--- config.mk ---
export PLATFORM = sky130hd
export DESIGN_NAME = lcd_bus_driver
export DESIGN_NICKNAME = d
export VERILOG_FILES = /design/src/rtl/lcd_bus_driver.sv
export SDC_FILE = /design/constraint.sdc
export NUM_CORES = 1
export LEC_CHECK = 0
export ABC_AREA = 1
export CAP_MARGIN = 5
export CELL_PAD_IN_SITES_DETAIL_PLACEMENT = 1
export CELL_PAD_IN_SITES_GLOBAL_PLACEMENT = 1
export CORE_UTILIZATION = 45
export DETAILED_ROUTE_END_ITERATION = 10
export DONT_BUFFER_PORTS = 1
export PLACE_DENSITY = 0.83
export SYNTH_ARGS = -nofsm -noshare
export SYNTH_HDL_FRONTEND = slang
export SYNTH_SLANG_ARGS = --single-unit
export TNS_END_PERCENT = 1
--- constraint.sdc ---
create_clock -name iCLK -period 2 [get_ports iCLK]
set_input_delay 0.2 -clock iCLK [delete_from_list [all_inputs] [get_ports iCLK]]
set_output_delay 0.2 -clock iCLK [all_outputs]
set_load 0.03 [all_outputs]
--- src/rtl/lcd_bus_driver.sv ---
// lcd_bus_driver: turns one start/done request into an HD44780 write cycle followed by an execute wait.
// Build option LCD_BUSY_POLL_EN: the fixed execute wait is replaced by busy-flag read polling.
module lcd_bus_driver #(
  parameter int T_SETUP  = 4,
  parameter int T_EN     = 16,
  parameter int T_HOLD   = 4,
  parameter int T_EXEC   = 2000,
  parameter int T_LONG   = 82000,
  parameter int POLL_MAX = 4096
) (
  input  logic       iCLK,
  input  logic       iRST_N,
  input  logic [7:0] iDATA,
  input  logic       iRS,
  input  logic       iStart,
  output logic       oDone,
  output logic       oBusy,
  output logic       oErr,
  inout  wire  [7:0] LCD_DATA,
  output logic       LCD_RW,
  output logic       LCD_EN,
  output logic       LCD_RS
);

  // state  | meaning
  // IDLE   | waiting for a 0->1 edge on iStart
  // SETUP  | RS/RW/DATA driven, EN low
  // ENABLE | EN high (write strobe)
  // HOLD   | EN low, DATA/RS held
  // EXEC   | fixed command-execution wait
  // PSETUP | busy-flag read: RW=1, bus released, EN low
  // PEN    | busy-flag read: EN high, BF sampled on last cycle
  // PHOLD  | busy-flag read: EN low, decide repeat/done
  // DONE   | oDone pulse, bus re-driven with the written byte
  typedef enum logic [3:0] {
    IDLE, SETUP, ENABLE, HOLD, EXEC, PSETUP, PEN, PHOLD, DONE
  } state_t;

  localparam int CYC_LEN   = T_SETUP + T_EN + T_HOLD;
  localparam int POLL_SPAN = POLL_MAX * CYC_LEN;
  localparam int CNT_MAX   = (T_LONG > POLL_SPAN) ? T_LONG : POLL_SPAN;
  localparam int CNT_W     = $clog2(CNT_MAX + 1);

  state_t           state, stateNext;
  logic [CNT_W-1:0] cnt, cntNext;
  logic             tc;
  logic             accept;
  logic             prevStart;
  logic             rsLat;
  logic [7:0]       dataLat;
  logic             longWait;

  assign tc       = (cnt == '0);
  // clear display / return home need the long execution time
  assign longWait = !rsLat && (dataLat >= 8'h01) && (dataLat <= 8'h03);

`ifdef LCD_BUSY_POLL_EN
  localparam int RC_W = $clog2(POLL_MAX + 1);
  logic [RC_W-1:0] readCnt;
  logic            bfLat;
  logic            errLat;
  logic            inPoll;
`endif

  always_ff @(posedge iCLK or negedge iRST_N) begin
    if (!iRST_N) begin
      state <= IDLE;
      cnt   <= '0;
    end else begin
      state <= stateNext;
      cnt   <= cntNext;
    end
  end

  always_comb begin
    stateNext = state;
    cntNext   = tc ? cnt : cnt - CNT_W'(1);
    accept    = 1'b0;
    case (state)
      IDLE: begin
        if (iStart && !prevStart) begin
          accept    = 1'b1;
          stateNext = SETUP;
          cntNext   = CNT_W'(T_SETUP - 1);
        end
      end
      SETUP: begin
        if (tc) begin
          stateNext = ENABLE;
          cntNext   = CNT_W'(T_EN - 1);
        end
      end
      ENABLE: begin
        if (tc) begin
          stateNext = HOLD;
          cntNext   = CNT_W'(T_HOLD - 1);
        end
      end
      HOLD: begin
        if (tc) begin
`ifdef LCD_BUSY_POLL_EN
          stateNext = PSETUP;
          cntNext   = CNT_W'(T_SETUP - 1);
`else
          stateNext = EXEC;
          cntNext   = longWait ? CNT_W'(T_LONG - 1) : CNT_W'(T_EXEC - 1);
`endif
        end
      end
      EXEC: begin
        if (tc) stateNext = DONE;
      end
`ifdef LCD_BUSY_POLL_EN
      PSETUP: begin
        if (tc) begin
          stateNext = PEN;
          cntNext   = CNT_W'(T_EN - 1);
        end
      end
      PEN: begin
        if (tc) begin
          stateNext = PHOLD;
          cntNext   = CNT_W'(T_HOLD - 1);
        end
      end
      PHOLD: begin
        if (tc) begin
          if (!bfLat || readCnt == RC_W'(POLL_MAX - 1)) begin
            stateNext = DONE;
          end else begin
            stateNext = PSETUP;
            cntNext   = CNT_W'(T_SETUP - 1);
          end
        end
      end
`endif
      DONE:    stateNext = IDLE;
      default: stateNext = IDLE;
    endcase
  end

  always_ff @(posedge iCLK or negedge iRST_N) begin
    if (!iRST_N) begin
      prevStart <= 1'b0;
      rsLat     <= 1'b0;
      dataLat   <= 8'h00;
    end else begin
      prevStart <= iStart;
      if (accept) begin
        rsLat   <= iRS;
        dataLat <= iDATA;
      end
    end
  end

`ifdef LCD_BUSY_POLL_EN
  always_ff @(posedge iCLK or negedge iRST_N) begin
    if (!iRST_N) begin
      readCnt <= '0;
      bfLat   <= 1'b0;
      errLat  <= 1'b0;
    end else begin
      if (state == HOLD && tc) begin
        readCnt <= '0;
        errLat  <= 1'b0;
      end
      if (state == PEN && tc) bfLat <= LCD_DATA[7];
      if (state == PHOLD && tc && bfLat) begin
        if (readCnt == RC_W'(POLL_MAX - 1)) errLat <= 1'b1;
        else readCnt <= readCnt + RC_W'(1);
      end
    end
  end

  assign inPoll   = (state == PSETUP) || (state == PEN) || (state == PHOLD);
  assign LCD_EN   = (state == ENABLE) || (state == PEN);
  assign LCD_RW   = inPoll;
  assign LCD_RS   = inPoll ? 1'b0 : rsLat;
  assign LCD_DATA = inPoll ? 8'hzz : dataLat;
  assign oErr     = (state == DONE) && errLat;
`else
  assign LCD_EN   = (state == ENABLE);
  assign LCD_RW   = 1'b0;
  assign LCD_RS   = rsLat;
  assign LCD_DATA = dataLat;
  assign oErr     = 1'b0;
`endif

  assign oBusy = (state != IDLE);
  assign oDone = (state == DONE);

endmodule
==> results_dict.tcl, run 1 <==
set metrics [dict create \
    outcome "completed" \
    clk-insertion-delay-late_ps 290 \
    clock_skew_ps 10.29 \
    cts_buffers 5 \
    core_area_um2 4058 \
    die-area_um2 4582 \
    worstPathArrival_ps 1980 \
    synth_commonest_cells "83 x nand2_1, 41 x nor2_1, 31 x dfrtp_1" \
    ff_latch_area_um2 775.7 \
    ios 26 \
    drc 0 \
    critical_path_peak_fanout 6 \
    antenna_found_initial 0 \
    drt_iter0_drc 54 \
    grt_max_degree 32 \
    setup_violations 0 \
    netlist_top_cells_area "dfrtp_1 40%, nand2_1 16%, nor2_1 7.9%, inv_1 5.4%, nand3_1 5.4%" \
    p_comb_share_pct 3.4 \
    synth-simple-area-share_pct 41.04 \
    fin_nets 302 \
    yosysTopAreaCell "dfrtp_1" \
    rows 23 \
    p_clk_share_pct 48.0 \
    area_growth_pct 13.14 \
    clockBufferDepth 2 \
    synthCells 275 \
    p_seq_share_pct 48.6 \
    via_per_inst 5.231 \
    cts_tree "done" \
    netlist_area_um2 1942 \
    vias 1768 \
    worstMarginPinSlew_ps 551.3 \
    synth_mux_area_share_pct 0 \
    setup_tns_ps 0 \
    rsz0062_at_grt "false" \
    power_density_nw_per_um2 623.9 \
    maxSlewViolCount 0 \
    hold_path_class "primary input to flop" \
    ir_drop_mv 0.4835 \
    synth_compound_area_share_pct 6.572 \
    p_leak_nw 1.046 \
    n_antenna_cell 0 \
    ys_async_sr_fraction_pct 100.0 \
    synth_edf_count 0 \
    fmax_mhz 545.6 \
    synth-xor-area-share_pct 1.804 \
    cts.sinks 31 \
    die_h_um 67.69 \
    grt_first_pass_wirelength_um 8528 \
    overflow 0 \
    period_needed_ps 1833 \
    cp-start-kind "flop" \
    ys.warnings.count 0 \
    cts_htree_levels 2 \
    hold_viol 0 \
    multi_input_area_um2 1010 \
    clk_pin_slew_ps 70 \
    wl_per_cell_um 15.10 \
    endpoint_kind "flop" \
    cts-root-buf "clkbuf_8" \
    slew_headroom_pct 63.11 \
    yosysTopAreaCellShare_pct 39.95 \
    synth_top_family_by_area "simple AND/OR/NAND/NOR gates" \
    crit_type "flop to flop" \
    synthAdderAreaFrac_pct 1.933 \
    timing.hold.ws_ps 21.32 \
    synth.most_common_cell "nand2_1" \
    drtPass1Iterations 4 \
    dp.final_hpwl_um 3763 \
    die_w_um 67.69 \
    power.internal_w 0.001056 \
    gr-usage-all-layers_pct 25.38 \
    grt_pass1_vias 1830 \
    place_area_um2 2004 \
    globalplace.congestion 0.8735 \
    synth_top_flop_cell "dfrtp_1" \
    antenna_left 0 \
    fin_area_um2 2197 \
    io_buffers 0 \
    p_sw_w 0.0003143 \
    yosys.cell_types.count 35 \
    wirelength_um 5105 \
    cp.required_ps 2150 \
    fill_cells 536 \
    drive_gt1_share_pct 15.97 \
    maxCapViolations 0 \
    min_period_over_period_pct 91.65 \
    yosysSeqAreaShare_pct 39.95 \
    avgSynthCellArea_um2 7.061 \
    netSwitchingFraction_pct 22.93 \
    start_util_pct 47.86 \
    ys_ff_latch 31 \
]
-- power by group through the flow --
stage                     Sequential [W]  Combinational (W)  Clock (W)
after floorplan                 0.000677          0.0000259          0
final                           0.000666          0.0000463   0.000658
after global routing            0.000668          0.0000539   0.000690
after global placement          0.000679          0.0000247          0
after detailed placement        0.000679          0.0000264          0
after CTS                       0.000666          0.0000480   0.000672
-- routing by layer --
metal | GRT usage [%] | wire length, µm | share of wire [%] | up-vias
li1 | - | - | - | 875
met1 | 31.81 | 2348 | 46 | 859
met2 | 43.19 | 2536 | 50 | 27
met3 | 6.081 | 149 | 2.9 | 7
met4 | 6.383 | 71 | 1.4 | 0
met5 | 0 | 0 | 0 | -
-- per-stage QoR --
step	cells	util (%)	worst slack [ps]	total power, W
after floorplan	276	-	363.1	0.0007025
after global placement	325	49.40	231.4	0.0007038
after detailed placement	325	49.40	127.2	0.0007053
after CTS	336	53.28	35.58	0.001386
after global routing	338	54.15	53.60	0.001412
final	338	54.15	167.0	0.001371
-- state kept, by name, summed over array words and instances (netlist names) --
register / cells
LCD_DATA: 8
cnt: 17
LCD_RS: 1
state: 4
prevStart: 1
-- layout make-up --
class / count / area share (%)
inverters: 33 / 5.752
clock buffers: 6 / 3.759
well taps: 50 / 2.847
repair buffers: 10 / 4.784
clock inverters: 2 / 1.595
multi-input cells: 206 / 45.96
flip-flops and latches: 31 / 35.31
-- layout by cell type (no fill, tap or decap), types with 5 or more instances in the layout --
cell	synthesis	layout
nand3_1	21	21
dfrtp_1	31	31
a21oi_1	5	5
nand2_2	8	7
nand2_1	83	83
nor2_1	41	41
nor2_2	8	8
inv_1	28	28
clkbuf_8	0	6
buf_4	2	6
-- final timing paths --
kind                        startpoint     endpoint  slack, ps  cells past startpoint
max                             cnt[0]      cnt[14]        170                     12
min                        LCD_DATA[6]  LCD_DATA[6]         20                      2
max reg2reg                     cnt[0]      cnt[14]        170                     12
min reg2reg                     cnt[1]       cnt[1]        570                      2
max in group asynchronous       iRST_N       cnt[6]       1460                      2
min in group asynchronous       iRST_N      cnt[15]        350                      2
-- worst max-delay path: stages, from the launching register on --
cell and delay [ps]:
dfrtp_1 380, inv_1 110, ha_1 190, inv_1 50, nor2_1 120, nand2_1 80
nor2_2 130, nand2_4 120, buf_4 160, nand2_1 50, nand3_1 100, nand2_1 90
nand3_1 110
-- logic make-up after synthesis --
family,after synthesis
fa+ha+maj,3
simple gates,177
buf+inv,39
other cells,1
flops,31
xor+xnor,4
compound gates,20
-- what timing repair did --
action                                  CTS  global route
hold buffers                              3             0
resized for setup                         0             2
setup buffers                             0             2
endpoints found under the hold margin    32             0
endpoints found under the setup margin    0            14
Power figures use the tool's default switching activity.
==> run 2, diff against run 1 <==
- CORE_UTILIZATION: 45 -> 42
- HOLD_SLACK_MARGIN: unset -> 0.08
- PLACE_DENSITY: 0.83 -> 0.79
==> run 2 against run 1 <==
Clock power fell by 22%. Final cell count is 5.0% higher. Count of clock-buffer cells in the layout is 1 lower. Sequential power is essentially flat. Via count increased by 3.6%. Non-clock buffer count grew 15. Clock skew fell by 0.98 ps. Combinational power is 82% higher. Critical path depth up 1. Worst setup slack better by 88 ps. Fmax is 5.0% higher.
==> results_dict.tcl, run 2 (same netlist as run 1, synthesis figures left out) <==
set metrics [dict create \
    drtPass1Iterations 4 \
    antenna_found_initial 0 \
    globalplace.congestion 0.8587 \
    fin_nets 317 \
    vias 1832 \
    hold_path_class "primary input to flop" \
    dp.final_hpwl_um 3766 \
    cts_tree "done" \
    power_density_nw_per_um2 546.0 \
    n_antenna_cell 0 \
    hold_viol 0 \
    core_area_um2 4384 \
    r2r_start "cnt[0]" \
    rsz0062_at_grt "false" \
    grt_first_pass_wirelength_um 9501 \
    min_period_over_period_pct 87.25 \
    wirelength_um 5510 \
    cp-start-kind "flop" \
    fmax_mhz 573.1 \
    die_w_um 70.00 \
    slew_headroom_pct 63.32 \
    rows 24 \
    grt_max_degree 32 \
    largest_reg_flops 17 \
    cp.required_ps 2190 \
    outcome "completed" \
    crit_type "flop to flop" \
    clk-insertion-delay-late_ps 300 \
    cts_htree_levels 2 \
    maxCapViolations 0 \
    drc 0 \
    drive_gt1_share_pct 14.52 \
    ff_latch_area_um2 775.7 \
    ios 26 \
    start_util_pct 44.29 \
    maxSlewViolCount 0 \
    area_growth_pct 19.14 \
    period_needed_ps 1745 \
    holdPathStages 3 \
    hold_end "cnt[16]" \
    drt_iter0_drc 69 \
    layout_commonest_cell "nand2_1" \
    cts-root-buf "clkbuf_8" \
    placed_cells 327 \
    p_leak_nw 1.084 \
    ir_drop_mv 0.4512 \
    io_buffers 0 \
    die_h_um 70.00 \
    gr-usage-all-layers_pct 24.97 \
    die-area_um2 4899 \
    worstPathArrival_ps 1930 \
    r2r_slack_ps 250 \
    clock_skew_ps 9.302 \
    overflow 0 \
    r2r.worst_path.cells 13 \
    mostFrequentLayoutCells "83 x nand2_1, 41 x nor2_1, 31 x dfrtp_1" \
    via_per_inst 5.161 \
    clk_pin_slew_ps 80 \
    multi_input_area_um2 1010 \
    top_register "cnt" \
    antenna_left 0 \
    critical_path_peak_fanout 12 \
    r2r_end "cnt[7]" \
    grt_pass1_vias 2004 \
    cts_buffers 5 \
    cts.sinks 31 \
    worstMarginPinSlew_ps 548.1 \
    setup_tns_ps 0 \
    endpoint_kind "flop" \
    min_from "LCD_DATA[2]" \
    fill_cells 577 \
    setup_violations 0 \
    stdcell_count 355 \
    wl_per_cell_um 15.52 \
    clockBufferDepth 2 \
]
==> run 2: changes by cell type in the layout (fill, tap and decap cells not counted), sizes merged <==
cell / previous run / this run
dlygate4sd3: 2 / 19
buf: 8 / 6
bufinv: 1 / 0
clkinvlp: 0 / 2
clkbuf: 6 / 5
==> run 2: worst max-delay path, cell delays in order (launching register included) <==
cell     delay [ps]
dfrtp_1         380
inv_1           100
ha_1            170
inv_1            40
nor2_1           80
nand2_1          70
nor2_2          130
nand2_4         150
inv_4           130
nand3_1          90
nand2_2         110
nand2_2          70
nand2_1          70
inv_1            30
==> run 2: cell type report <==
type / count / area share, %
multi-input combinational: 206 / 43.65
sequential: 31 / 33.53
timing repair buffer: 25 / 10.71
inverter: 33 / 5.462
clock buffer: 5 / 2.975
tap: 52 / 2.812
clock inverter: 3 / 0.8653
==> run 2: stage by stage <==
stage	instance area [µm²]	setup slack (ps)	total power [W]	hold slack, ps	utilization, %
4_1_cts	2306	134.3	0.001254	218.0	52.60
2_1_floorplan	1946	363.1	0.0007025	-95.59	-
3_3_place_gp	2007	204.9	0.0007038	-94.80	45.78
5_1_grt	2313	43.50	0.001306	209.5	52.77
6_report	2313	255.0	0.001263	219.1	52.77
3_5_place_dp	2007	164.7	0.0007054	-94.71	45.78
==> run 2: power breakdown <==
group | total (W) | switching, W | internal, W
logic | 0.0000842 | 0.0000421 | 0.0000421
clock network | 0.000512 | 0.000270 | 0.000242
registers | 0.000667 | 0.0000290 | 0.000638
==> run 2: metal layers <==
layer | part of all wire (%) | vias up | GRT usage [%]
met1 | 44 | 894 | 29.82
met3 | 2.6 | 6 | 5.051
met4 | 1.1 | 0 | 6.000
met5 | 0 | - | 0
met2 | 53 | 27 | 45.62
li1 | - | 905 | -
==> run 2: worst max path at each step <==
stage | start | slack (ps) | to
finish | cnt[0] | 250 | cnt[7]
global route | cnt[0] | 40 | cnt[7]
CTS | cnt[0] | 130 | cnt[7]
detailed placement | cnt[0] | 160 | cnt[7]
global placement | cnt[0] | 200 | cnt[7]
floorplan | state[3] | 360 | state[1]
==> run 2: repair_timing <==
action	in CTS	in global routing
hold endpoints to repair	41	0
endpoints found under the setup margin	0	4
hold buffers	20	0
resized for setup	0	2
buffers inserted	0	0
